$ cat config.mk
export PLATFORM = sky130hd
export DESIGN_NAME = iiitb_sd_sched
export DESIGN_NICKNAME = d
export VERILOG_FILES = /design/src/rtl/iiitb_sd_sched.sv
export SDC_FILE = /design/constraint.sdc
export NUM_CORES = 1
export LEC_CHECK = 0
export CAP_MARGIN = 5
export CORE_AREA = 5 5 64 66
export CTS_CLUSTER_SIZE = 25
export DETAILED_ROUTE_END_ITERATION = 12
export DIE_AREA = 0 0 69 71
export DONT_BUFFER_PORTS = 1
export PLACE_DENSITY_LB_ADDON = 0.3
export SLEW_MARGIN = 20
export SYNTH_ARGS = -nofsm -noshare
export SYNTH_HDL_FRONTEND = slang
export SYNTH_SLANG_ARGS = --single-unit
$ cat constraint.sdc
create_clock -name clock -period 2.3 [get_ports clock]
set_input_delay 0.23 -clock clock [delete_from_list [all_inputs] [get_ports clock]]
set_output_delay 0.23 -clock clock [all_outputs]
set_load 0.01 [all_outputs]
$ cat src/rtl/iiitb_sd_sched.sv
// Round-robin scheduler that time-shares one Moore sequence detector among N_REQ requesters.
// Each granted word is shifted MSB-first into the detector and its output pulses are counted.
module iiitb_sd_sched #(
    parameter int unsigned N_REQ  = 4,
    parameter int unsigned DATA_W = 8,
    parameter int unsigned CNT_W  = 4,
    parameter int unsigned ID_W   = $clog2(N_REQ)
) (
    input  logic                    clock,
    input  logic                    reset,
    input  logic [N_REQ-1:0]        req,
    input  logic [N_REQ*DATA_W-1:0] req_data,
    output logic [N_REQ-1:0]        gnt,
    output logic                    busy,
    output logic                    done,
    output logic [ID_W-1:0]         done_id,
    output logic [CNT_W-1:0]        match_cnt,
    output logic                    sd_seq_out,
    output logic                    sd_rst,
    input  logic                    sd_det_in
);

    localparam int unsigned BC_W = (DATA_W > 1) ? $clog2(DATA_W) : 1;
    localparam logic [BC_W-1:0] LAST_BIT = BC_W'(DATA_W - 1);

    typedef enum logic [2:0] {IDLE, CLR, SHIFT, DRAIN, DONE} state_t;

    state_t              state, state_nxt;
    logic [DATA_W-1:0]   shreg;
    logic [BC_W-1:0]     bit_cnt;
    logic [CNT_W-1:0]    cnt, cnt_nxt, cnt_inc;
    logic [ID_W-1:0]     id, last;
    logic [ID_W-1:0]     win, cand;
    logic                found, arb;
    logic [DATA_W-1:0]   word;
    logic [N_REQ-1:0]    gnt_nxt;
    logic                busy_nxt, done_nxt, sd_seq_nxt, sd_rst_nxt;

    // Round-robin search starting just after the last winner.
    always_comb begin
        win   = '0;
        cand  = '0;
        found = 1'b0;
        for (int unsigned k = 1; k <= N_REQ; k++) begin
            cand = last + ID_W'(k);
            if (!found && req[cand]) begin
                found = 1'b1;
                win   = cand;
            end
        end
    end

    always_comb begin
        word = '0;
        for (int unsigned i = 0; i < N_REQ; i++) begin
            if (win == ID_W'(i)) word = req_data[i*DATA_W +: DATA_W];
        end
    end

    assign cnt_inc = (&cnt) ? cnt : cnt + CNT_W'(1);

    // Outputs are registered from the next state so they line up with the state they describe.
    always_comb begin
        state_nxt  = state;
        cnt_nxt    = cnt;
        arb        = 1'b0;
        gnt_nxt    = '0;
        busy_nxt   = 1'b0;
        done_nxt   = 1'b0;
        sd_seq_nxt = 1'b0;
        sd_rst_nxt = 1'b0;
        case (state)
            IDLE: begin
                if (gnt != '0) state_nxt = CLR;
                else           arb       = 1'b1;
            end
            CLR:   state_nxt = SHIFT;
            SHIFT: begin
                if ((bit_cnt != '0) && sd_det_in) cnt_nxt = cnt_inc;
                if (bit_cnt == LAST_BIT) state_nxt = DRAIN;
            end
            DRAIN: begin
                if (sd_det_in) cnt_nxt = cnt_inc;
                state_nxt = DONE;
            end
            DONE: begin
                state_nxt = IDLE;
                arb       = 1'b1;
            end
            default: state_nxt = IDLE;
        endcase
        if (arb && found) begin
            gnt_nxt = N_REQ'(1) << win;
            cnt_nxt = '0;
        end
        busy_nxt   = (state_nxt != IDLE);
        sd_rst_nxt = (state_nxt == CLR);
        done_nxt   = (state_nxt == DONE);
        if (state_nxt == SHIFT) sd_seq_nxt = shreg[DATA_W-1];
    end

    always_ff @(posedge clock or negedge reset) begin
        if (!reset) begin
            state      <= IDLE;
            shreg      <= '0;
            bit_cnt    <= '0;
            cnt        <= '0;
            id         <= '0;
            last       <= ID_W'(N_REQ - 1);
            gnt        <= '0;
            busy       <= 1'b0;
            done       <= 1'b0;
            done_id    <= '0;
            match_cnt  <= '0;
            sd_seq_out <= 1'b0;
            sd_rst     <= 1'b1;
        end else begin
            state      <= state_nxt;
            cnt        <= cnt_nxt;
            gnt        <= gnt_nxt;
            busy       <= busy_nxt;
            done       <= done_nxt;
            sd_seq_out <= sd_seq_nxt;
            sd_rst     <= sd_rst_nxt;
            if (arb && found) begin
                shreg <= word;
                id    <= win;
                last  <= win;
            end else if (state_nxt == SHIFT) begin
                shreg <= shreg << 1;
            end
            if (state == CLR)        bit_cnt <= '0;
            else if (state == SHIFT) bit_cnt <= bit_cnt + BC_W'(1);
            if (state_nxt == DONE) begin
                done_id   <= id;
                match_cnt <= cnt_nxt;
            end
        end
    end

endmodule
== Yosys cells after proc, flatten, opt, wreduce, memory -nomap -nowiden ==
Cells that the tools add are included.

* Output and inout bits: 14
* Input bits: 39
* Memories kept: 0
* Word-level logic and storage cells: 86
* RAM bits: 0
* Latch bits: 0
* ROM bits: 0
* Flip-flop bits (word level): 36

* Mux-type cells: 36
* Magnitude comparators: 4
* Multipliers: 0
* Eq/ne operators: 11
* Bitwise operators: 0
* Divide/modulo/power cells: 0
* Shift-type cells: 1
* Add/sub/neg operators: 5
* Reduce and logical (&&, ||, !) cells: 16

{| class="wikitable"
|+ Operator list
! kind !! count
|-
| $mux 8 || 6
|-
| $mux 4 || 5
|-
| $lt 2x3->1 const B || 4
|-
| $mux 3 || 4
|-
| $pmux 3 s4 || 1
|-
| $mux 1 || 10
|-
| $eq 3x2->1 const B || 3
|-
| $eq 3x3->1 const B || 3
|-
| $bmux 1 s2 || 4
|-
| $mux 2 || 4
|-
| $pmux 4 s2 || 1
|-
| $eq 3x1->1 const B || 2
|-
| $reduce_bool 3->1 || 2
|-
| $logic_and 1x1->1 || 5
|-
| $add 2x2->2 const B || 2
|-
| $add 4x1->4 const B || 1
|-
| $eq 2x2->1 const B || 2
|-
| $reduce_and 4->1 || 1
|-
| $reduce_bool 2->1 || 2
|-
| $reduce_bool 4->1 || 1
|-
| $shl 1x2->4 const A || 1
|-
| $add 3x1->3 const B || 1
|-
| $logic_not 1->1 || 3
|-
| $logic_not 3->1 || 1
|-
| other kinds (4) || 4
|}

== Depth between registers and ports, before layout ==
Gate-level depths: netlist of the first run.

* Depth in word-level cells: 19
* Mapped depth: 7
* Gate-level depth less buffers: 7

== Least setup slack after synthesis of the first run ==
OpenSTA, ideal clock, no wires.

* Path type: reg-to-reg
* From: register last[0]
* To: register shreg[2]
* Period minus slack after synthesis: 1924 ps
* Library setup time: 126 ps
* Path buffers: 1
* Arrival time: 1798 ps
* Data required time: 2174 ps
* Cell stages (with the launch flop): 7
* Slack: 376 ps
* Path through: dfstp_2 -> buf_2 -> nand2b_1 -> a31oi_2 -> mux2_2 -> o211a_1 -> a221o_1

* Cells in the longest elaborated chain, start to end: 19
* Elaborated cells on any way between the ends: 36
* Those cells by class: add/sub: 3; eq/ne: 3; mux: 21; reduce/logical: 9

{| class="wikitable"
|+ RTL lines
! item !! line !! RTL
|-
| start, declared || 32 || <nowiki>logic [ID_W-1:0] id, last;</nowiki>
|-
| start signal, assigned || 109 || <nowiki>last <= ID_W'(N_REQ - 1);</nowiki>
|-
| start signal, assigned || 128 || <nowiki>last <= win;</nowiki>
|-
| $add 2x1->2 || 45 || <nowiki>cand = last + ID_W'(k);</nowiki>
|-
| $bmux 1 s2 || 46 || <nowiki>if (!found && req[cand]) begin</nowiki>
|-
| $mux 1 (not written as such) || 46 ||
|-
| $mux 1 || 46 ||
|-
| $logic_not 1->1 || 46 ||
|-
| $logic_and 1x1->1 || 46 ||
|-
| $mux 1 || 46 ||
|-
| $logic_not 1->1 || 46 ||
|-
| $logic_and 1x1->1 || 46 ||
|-
| $mux 1 || 46 ||
|-
| $logic_not 1->1 || 46 ||
|-
| $logic_and 1x1->1 || 46 ||
|-
| $mux 2 || 46 ||
|-
| $logic_not 2->1 || 56 || <nowiki>if (win == ID_W'(i)) word = req_data[i*DATA_W +: DATA_W];</nowiki>
|-
| $mux 8 (4 in a row) || 56 ||
|-
| $mux 8 || 125 || <nowiki>if (arb && found) begin</nowiki>
|-
| end signal, assigned || 126 || <nowiki>shreg <= word;</nowiki>
|-
| end signal, assigned || 130 || <nowiki>shreg <= shreg << 1;</nowiki>
|-
| end, declared || 29 || <nowiki>logic [DATA_W-1:0] shreg;</nowiki>
|}

Parallel ways exist; a longest one is shown, timed or not. The select of a mux whose other input is x is not followed.
A chain may end at the register's enable or synchronous reset.

== Worst setup path after layout of the first run ==
* From: register last[1]
* To: register shreg[2]

Same word-level chain as after synthesis.

==> results_dict.tcl, run 1 <==
set metrics [dict create \
    outcome "finished clean" \
    timing.rr.start "last[1]$_DFFE_PN1P_" \
    antenna_cells 0 \
    drt_wl_total_mm 4.534 \
    grt_use_met3_pct 6.250 \
    clock_path_buffers 2 \
    drv_slew 0 \
    hpwl_mm 3.430 \
    rows 22 \
    grt_pass1_wl_mm 7.624 \
    crit_arrival_ns 2.32 \
    holdWs_ns 0.09230 \
    tritoncts "built" \
    crit_end "shreg[2]$_DFFE_PN0P_" \
    rr_worst_depth 5 \
    grt_max_degree 37 \
    gp_routability_congestion 0.9053 \
    numPortBuffers 0 \
    die_x_um 69 \
    grt_overflow 0 \
    crit_buf_inv 0 \
    yosysSeqAreaShare_pct 43.40 \
    hold_class "input port to register" \
    start_util_pct 59.16 \
    cts-buffers-inserted 5 \
    drtPass1Iterations 6 \
    async_reset_ff_share_pct 100.0 \
    grt_usage_pct 19.20 \
    wl_per_cell_um 18.28 \
    cp-end-kind "register" \
    clkSlewWorstSetupHoldPaths_ns 0.11 \
    final_hold_viol_count 0 \
    groute.layer.met1.usage_pct 21.18 \
    reg2reg_setup_slack_ns 0.21 \
    yosys.area.top_type "dfrtp_1" \
    drive_above_1_share_pct 20.00 \
    synth_seq_cells 36 \
    tns_ns 0 \
    yosysUniqueCellTypes 54 \
    worst_setup_path_start_kind "register" \
    cts_sinks 36 \
    cts-resized-gates 0 \
    power_leakage_nw 1.003 \
    worstPathMaxFanout 12 \
    syn2layout_area_growth_pct 5.222 \
    period_needed_ns 2.089 \
    skew_ns 0.02353 \
    path_class "register to register" \
    cp_cell_sequence "nand3b_1 > a31oi_2 > mux2_2 > o211a_1 > a221o_1" \
    totalPowerFinal_mw 3.155 \
    finalNetCount 242 \
    netlist_area_um2 2084 \
    regToRegEndpoint "shreg[2]$_DFFE_PN0P_" \
    ios 53 \
    irDropWorstVdd_uv 782.7 \
    max_freq_mhz 478.6 \
    drc 0 \
    grt_setup_unrepaired "no" \
    setup_viol 0 \
    antenna_found_initial 0 \
    ys.flop_type "dfrtp_1" \
    die_h_um 71 \
    num_vias 1574 \
    syn_nets 239 \
    cap_violations 0 \
    crit_path_start "last[1]$_DFFE_PN1P_" \
    use_met2_pct 33.05 \
    core_area_um2 3523 \
    cp_top_family "compound AO/OA/AOI/OAI gates" \
    worst_slew_pin_slew_ns 0.6220 \
    yosys_warnings 0 \
    mostFrequentLayoutCell "dfrtp_1" \
    crit_cells 5 \
    fill_cells 329 \
    cp.required_ns 2.53 \
    ant_nets 0 \
    max_stage_delay_ns 0.66 \
    insertion_delay_ns 0.35 \
    viasPerCell 6.347 \
    avgSynthCellArea_um2 10.64 \
    powerDensity_nw_per_um2 1438 \
    syn_inst 196 \
    grt_pass1_vias 1625 \
    synth_top_cell_area_share_pct 39.62 \
    slowest_stage "dfstp_2" \
    synth-edff-count 0 \
    cts_root_buf "clkbuf_4" \
    fin_crit_sh_pct 90.84 \
    synthTopCellsByArea "dfrtp_1, dfstp_2, mux2i_1" \
    drtIter0Drc 89 \
    die_area_um2 4899 \
    slew_headroom_pct 58.54 \
    grt_busiest_layer "met2" \
    htreeDepth 2 \
    final_cell_mix "dfrtp_1, nor2_1, a21oi_1" \
]
## kinds of logic (layout without fill, tap and decap cells)
logic type | after synthesis | count (layout) | synth area share [%]
AND/OR/NAND/NOR | 56 | 56 | 16.81
flip-flops | 36 | 36 | 43.40
buffers and inverters | 20 | 24 | 5.282
XOR/XNOR | 4 | 4 | 1.681
AO/OA/AOI/OAI | 63 | 63 | 23.83
multiplexers | 13 | 13 | 6.603
adder cells (fa/ha/maj) | 4 | 4 | 2.401
## worst register-to-register path, stage by stage (launching register included)
cell,delay [ns]
dfstp_2,0.66
nand3b_1,0.13
a31oi_2,0.35
mux2_2,0.39
o211a_1,0.20
a221o_1,0.26
## report_power, final
group	internal (mW)	total (mW)	switching, mW
Combinational	0.787	1.59	0.803
Clock	0.118	0.331	0.213
Sequential	0.920	1.23	0.314
Total	1.83	3.15	1.33
## cells in the mapped netlist, types with 4 or more instances
cell     instances
dfrtp_1         33
nor2_1          15
a21oi_1         12
inv_1            8
nand2_1          8
mux2i_1          7
nor2b_1          7
a22o_1           6
mux2_2           6
o21ai_0          6
a21o_1           4
a22oi_1          4
buf_2            4
ha_1             4
o211a_1          4
## repair_timing
item	4_1_cts	5_1_grt
endpoints found under the setup margin	0	0
setup buffers	0	0
endpoints found under the hold margin	36	0
hold buffers	2	0
## final cells by class
cell class / instances / area (µm²) / share of cell area, %
multi-input cells: 140 / 1070 / 48.77
flip-flops and latches: 36 / 904.6 / 41.24
repair buffers: 8 / 75.07 / 3.423
well taps: 48 / 60.06 / 2.738
clock buffers: 6 / 41.29 / 1.882
inverters: 8 / 30.03 / 1.369
clock inverters: 2 / 12.51 / 0.5705
## how the worst min path moves through the flow
stage / from / endpoint / slack [ns] / depth (start not counted)
2_1_floorplan: reset / bit_cnt[0]$_DFFE_PN0P_ / -0.07 / 0
3_5_place_dp: reset / match_cnt[0]$_DFFE_PN0P_ / -0.06 / 0
6_report: sd_det_in / match_cnt[3]$_DFFE_PN0P_ / 0.09 / 2
3_3_place_gp: reset / match_cnt[0]$_DFFE_PN0P_ / -0.06 / 0
5_1_grt: req_data[23] / shreg[7]$_DFFE_PN0P_ / 0.12 / 2
4_1_cts: sd_det_in / match_cnt[3]$_DFFE_PN0P_ / 0.09 / 2
## layer usage
layer  share of wire (%)  vias to the layer above  wire [µm]
met5                   0                        -          0
met4                 2.4                        0        108
met3                 7.7                       10        351
met2                  49                       58       2233
met1                  41                      766       1840
li1                    -                      740          -
## flip-flops by register name (all words and copies together), names as in the netlist
signal and flops:
sd_rst 1, last 2, bit_cnt 3, id 2
done_id 2, gnt 4, match_cnt 4, shreg 8
done 1, sd_seq_out 1, state 3, cnt 4
busy 1
## metrics by stage
step                util, %  std cells  setup slack (ns)  instance area [µm²]
floorplan                 -        196            0.3764                 2085
global placement      59.87        238            0.3445                 2110
global route          62.25        248            0.1262                 2193
detailed placement    59.87        238            0.2225                 2110
finish                62.25        248            0.2107                 2193
CTS                   62.25        248            0.2177                 2193
Power figures use the tool's default switching activity.
==> inputs of run 2 (changes only) <==
--- a/config.mk
+++ b/config.mk
@@ -6,10 +6,11 @@
 export NUM_CORES = 1
 export LEC_CHECK = 0
 export CAP_MARGIN = 5
-export CORE_AREA = 5 5 64 66
+export CORE_AREA = 5 5 63 65
+export CTS_BUF_LIST = sky130_fd_sc_hd__clkbuf_4
 export CTS_CLUSTER_SIZE = 25
 export DETAILED_ROUTE_END_ITERATION = 12
-export DIE_AREA = 0 0 69 71
+export DIE_AREA = 0 0 68 70
 export DONT_BUFFER_PORTS = 1
 export PLACE_DENSITY_LB_ADDON = 0.3
 export SLEW_MARGIN = 20
==> results_dict.tcl, run 2 (synthesis gave the netlist of run 1 again) <==
set metrics [dict create \
    outcome "finished clean" \
    grt_max_degree 37 \
    cts_root_buf "clkbuf_4" \
    largest_reg_flops 8 \
    power_switching_mw 1.343 \
    drive_above_1_share_pct 20.10 \
    irDropWorstVdd_uv 768.1 \
    rows 21 \
    clkSlewWorstSetupHoldPaths_ns 0.10 \
    period_needed_ns 2.065 \
    die_h_um 70 \
    tritoncts "built" \
    min_path_cells 2 \
    num_vias 1593 \
    regMostFlops "shreg" \
    swShare_pct 40.97 \
    grt_pass1_wl_mm 7.721 \
    die_area_um2 4760 \
    drc 0 \
    fill_cells 256 \
    tns_ns 0 \
    final_cell_area_um2 2210 \
    slew_headroom_pct 57.84 \
    wl_per_cell_um 18.32 \
    hpwl_mm 3.405 \
    cts-buffers-inserted 5 \
    cp_cell_sequence "ha_1 > ha_1 > o21ai_0 > o21ai_0 > nor2_1 > nor2_2 > a221o_1" \
    htreeDepth 2 \
    final_cell_mix "dfrtp_1, nor2_1, a21oi_1" \
    power_frac_comb_pct 48.7 \
    setup_viol 0 \
    numPortBuffers 0 \
    worst_slack_ns 0.2346 \
    core_area_um2 3284 \
    cp-end-kind "register" \
    multiInputGateArea_um2 1070 \
    power_leakage_nw 1.016 \
    ios 53 \
    grt_overflow 0 \
    skew_ns 0.01122 \
    start_util_pct 63.47 \
    final_core_util_pct 67.28 \
    hold_class "input port to register" \
    worstPathMaxFanout 6 \
    antenna_found_initial 0 \
    gp_routability_congestion 0.8659 \
    clock_path_buffers 2 \
    finalNetCount 241 \
    crit_arrival_ns 2.29 \
    internal_power_mw 1.935 \
    antenna_cells 0 \
    worst_setup_path_start_kind "register" \
    drt_wl_total_mm 4.489 \
    cp_top_family "compound AO/OA/AOI/OAI gates" \
    holdWs_ns 0.08738 \
    final-seq-area_um2 904.6 \
    drtPass1Iterations 4 \
    syn2layout_area_growth_pct 6.002 \
    cts-resized-gates 0 \
    drtIter0Drc 180 \
    max_stage_delay_ns 0.43 \
    viasPerCell 6.502 \
    cap_violations 0 \
    crit_cells 7 \
    insertion_delay_ns 0.34 \
    powerDensity_nw_per_um2 1484 \
    cts_sinks 36 \
    ant_nets 0 \
    mostFrequentLayoutCell "dfrtp_1" \
    max_freq_mhz 484.2 \
    clock_power_share_pct 13.7 \
    cp.required_ns 2.53 \
    die_x_um 68 \
    crit_buf_inv 0 \
    placed_area_um2 2100 \
    dp_cells 235 \
    drv_slew 0 \
    p_seq_share_pct 37.7 \
    final_hold_viol_count 0 \
    fin_crit_sh_pct 89.80 \
    rr_worst_depth 7 \
    grt_usage_pct 21.07 \
    worst_slew_pin_slew_ns 0.6245 \
    totalPowerFinal_mw 3.278 \
    slowest_stage "dfrtp_1" \
    dp_slack_ns 0.2533 \
    stdcell_count 245 \
    path_class "register to register" \
    grt_setup_unrepaired "no" \
    grt_pass1_vias 1637 \
]
## run 2: routing by layer
metal	part of all wire, %	vias up	track usage (%)
met5	0	-	0
met4	1.8	0	7.506
met3	8.7	7	6.410
met2	48	75	32.87
met1	41	774	27.22
li1	-	737	-
## run 2: what timing repair did
item / 4_1_cts / 5_1_grt
hold endpoints to repair: 36 / 0
setup buffers: 0 / 0
hold buffers: 2 / 0
## run 2: worst reg2reg max path, cell delays in order (launching register included)
cell and delay [ns]:
dfrtp_1 0.43, ha_1 0.19, ha_1 0.19, o21ai_0 0.13, o21ai_0 0.24, nor2_1 0.36, nor2_2 0.10, a221o_1 0.31
## run 2: final timing paths
path | from | endpoint | slack, ns
hold / removal | req_data[23] | shreg[7]$_DFFE_PN0P_ | 0.09
setup / recovery | bit_cnt[1]$_DFFE_PN0P_ | shreg[4]$_DFFE_PN0P_ | 0.23
min in group asynchronous | reset | match_cnt[2]$_DFFE_PN0P_ | 0.33
hold reg to reg | id[1]$_DFFE_PN0P_ | id[1]$_DFFE_PN0P_ | 0.51
max in group asynchronous | reset | sd_rst$_DFF_PN1_ | 1.71
setup reg to reg | bit_cnt[1]$_DFFE_PN0P_ | shreg[4]$_DFFE_PN0P_ | 0.23
## run 2: power groups by stage
stage	clock, mW	sequential, mW	combinational (mW)
2_1_floorplan	0	1.12	1.39
3_3_place_gp	0	1.23	1.49
3_5_place_dp	0	1.25	1.57
4_1_cts	0.456	1.23	1.60
5_1_grt	0.483	1.28	1.77
6_report	0.448	1.23	1.59
## run 2: cell type report
| cell class | instances | share of cell area [%] |
|---|---|---|
| inverter | 8 | 1.359 |
| timing repair buffer | 7 | 3.058 |
| clock inverter | 2 | 1.586 |
| clock buffer | 6 | 2.039 |
| sequential | 36 | 40.94 |
| multi-input combinational | 140 | 48.41 |
| tap | 46 | 2.605 |
==> inputs of run 3 (changes only) <==
--- a/config.mk
+++ b/config.mk
@@ -6,11 +6,11 @@
 export NUM_CORES = 1
 export LEC_CHECK = 0
 export CAP_MARGIN = 5
-export CORE_AREA = 5 5 63 65
+export CORE_AREA = 5 5 61 63
 export CTS_BUF_LIST = sky130_fd_sc_hd__clkbuf_4
 export CTS_CLUSTER_SIZE = 25
 export DETAILED_ROUTE_END_ITERATION = 12
-export DIE_AREA = 0 0 68 70
+export DIE_AREA = 0 0 66 68
 export DONT_BUFFER_PORTS = 1
 export PLACE_DENSITY_LB_ADDON = 0.3
 export SLEW_MARGIN = 20
==> constraint.sdc (replaced) <==
create_clock -name clock -period 2.5 [get_ports clock]
set_input_delay 0.25 -clock clock [delete_from_list [all_inputs] [get_ports clock]]
set_output_delay 0.25 -clock clock [all_outputs]
set_load 0.01 [all_outputs]
==> results_dict.tcl, run 3 (synthesis gave the netlist of run 1 again) <==
set metrics [dict create \
    skew_ns 0.009410 \
    crit_arrival_ns 2.40 \
    drc 0 \
    outcome "finished clean" \
    viasPerCell 6.410 \
    wl_per_cell_um 17.52 \
    cp_top_family "compound AO/OA/AOI/OAI gates" \
    cts_sinks 36 \
    die_h_um 68 \
    ios 53 \
    cts-buffers-inserted 5 \
    worst_slew_pin_slew_ns 0.5688 \
    crit_buf_inv 0 \
    max_stage_delay_ns 0.65 \
    grt_usage_pct 21.58 \
    slowest_stage "dfstp_2" \
    htreeDepth 2 \
    tritoncts "built" \
    fill_cells 239 \
    period_needed_ns 2.167 \
    final_hold_viol_count 0 \
    drt_wl_total_mm 4.275 \
    final-seq-area_um2 904.6 \
    worst_setup_path_start_kind "register" \
    largest_reg_flops 8 \
    placed_area_um2 2092 \
    syn2layout_area_growth_pct 5.402 \
    num_vias 1564 \
    clkSlewWorstSetupHoldPaths_ns 0.11 \
    grt_setup_unrepaired "no" \
    irDropWorstVdd_uv 807.6 \
    path_class "register to register" \
    insertion_delay_ns 0.34 \
    die_area_um2 4488 \
    dp_cells 234 \
    drv_slew 0 \
    stdcell_count 244 \
    tns_ns 0 \
    start_util_pct 65.56 \
    max_freq_mhz 461.6 \
    cap_violations 0 \
    regMostFlops "shreg" \
    cp-end-kind "register" \
    core_area_um2 3179 \
    setup_viol 0 \
    grt_overflow 0 \
    cp_cell_sequence "nand3b_1 > a31oi_2 > mux2_2 > o211a_1 > a221o_1" \
    drtPass1Iterations 4 \
    hpwl_mm 3.235 \
    final_cell_mix "dfrtp_1, nor2_1, a21oi_1" \
    powerDensity_nw_per_um2 1345 \
    ctsHoldBuffers 2 \
    antenna_cells 0 \
    multiInputGateArea_um2 1070 \
    fin_crit_sh_pct 86.66 \
    worstPathMaxFanout 12 \
    cp.required_ns 2.74 \
    cts_root_buf "clkbuf_4" \
    drtIter0Drc 123 \
    post-cts-setup-buffers 0 \
    drive_above_1_share_pct 18.69 \
    grt_max_degree 37 \
    mostFrequentLayoutCell "dfrtp_1" \
    rows 21 \
    die_x_um 66 \
    numPortBuffers 0 \
    grt_pass1_wl_mm 7.307 \
    final_cell_area_um2 2197 \
    slew_headroom_pct 62.08 \
    cts-resized-gates 0 \
    hold_class "input port to register" \
    power_leakage_nw 1.005 \
    antenna_found_initial 0 \
    gp_routability_congestion 0.8744 \
    clock_path_buffers 2 \
    holdWs_ns 0.1118 \
    finalNetCount 240 \
    ant_nets 0 \
    grt_pass1_vias 1621 \
]
run 3: area by class of cell:
| class | count | share of cell area (%) |
|---|---|---|
| Tap cell | 46 | 2.620 |
| Inverter | 8 | 1.367 |
| Sequential cell | 36 | 41.17 |
| Clock buffer | 5 | 1.708 |
| Timing Repair Buffer | 6 | 2.733 |
| Clock inverter | 3 | 1.708 |
| Multi-Input combinational cell | 140 | 48.69 |
run 3: routing by layer:
metal | wire, µm | vias up | track usage, %
li1 | - | 742 | -
met1 | 1740 | 749 | 24.97
met2 | 2076 | 63 | 35.79
met3 | 371 | 10 | 8.210
met4 | 87 | 0 | 9.645
met5 | 0 | - | 0
run 3: final timing paths:
kind                            cells past startpoint                  endpoint  slack (ns)                start
worst min-delay path                                2  match_cnt[3]$_DFFE_PN0P_        0.11            sd_det_in
max in group asynchronous                           2       last[0]$_DFFE_PN1P_        1.90                reset
worst max register to register                      5      shreg[6]$_DFFE_PN0P_        0.33  last[1]$_DFFE_PN1P_
worst min register to register                      1         id[1]$_DFFE_PN0P_        0.49    id[1]$_DFFE_PN0P_
min in group asynchronous                           2  match_cnt[2]$_DFFE_PN0P_        0.34                reset
worst max-delay path                                5      shreg[6]$_DFFE_PN0P_        0.33  last[1]$_DFFE_PN1P_
run 3: per-stage QoR:
| stage | setup slack (ns) | util [%] | total power [mW] |
|---|---|---|---|
| after floorplan | 0.5764 | - | 2.312 |
| after global placement | 0.4379 | 65.80 | 2.501 |
| after detailed placement | 0.3409 | 65.80 | 2.568 |
| after CTS | 0.3296 | 69.11 | 2.985 |
| after global routing | 0.2488 | 69.11 | 3.198 |
| final | 0.3334 | 69.11 | 2.955 |
run 3: report_power, final:
group | internal (mW) | total (mW) | switching (mW)
Sequential | 0.846 | 1.14 | 0.291
Clock | 0.204 | 0.390 | 0.186
Combinational | 0.712 | 1.43 | 0.716
Total | 1.76 | 2.96 | 1.19
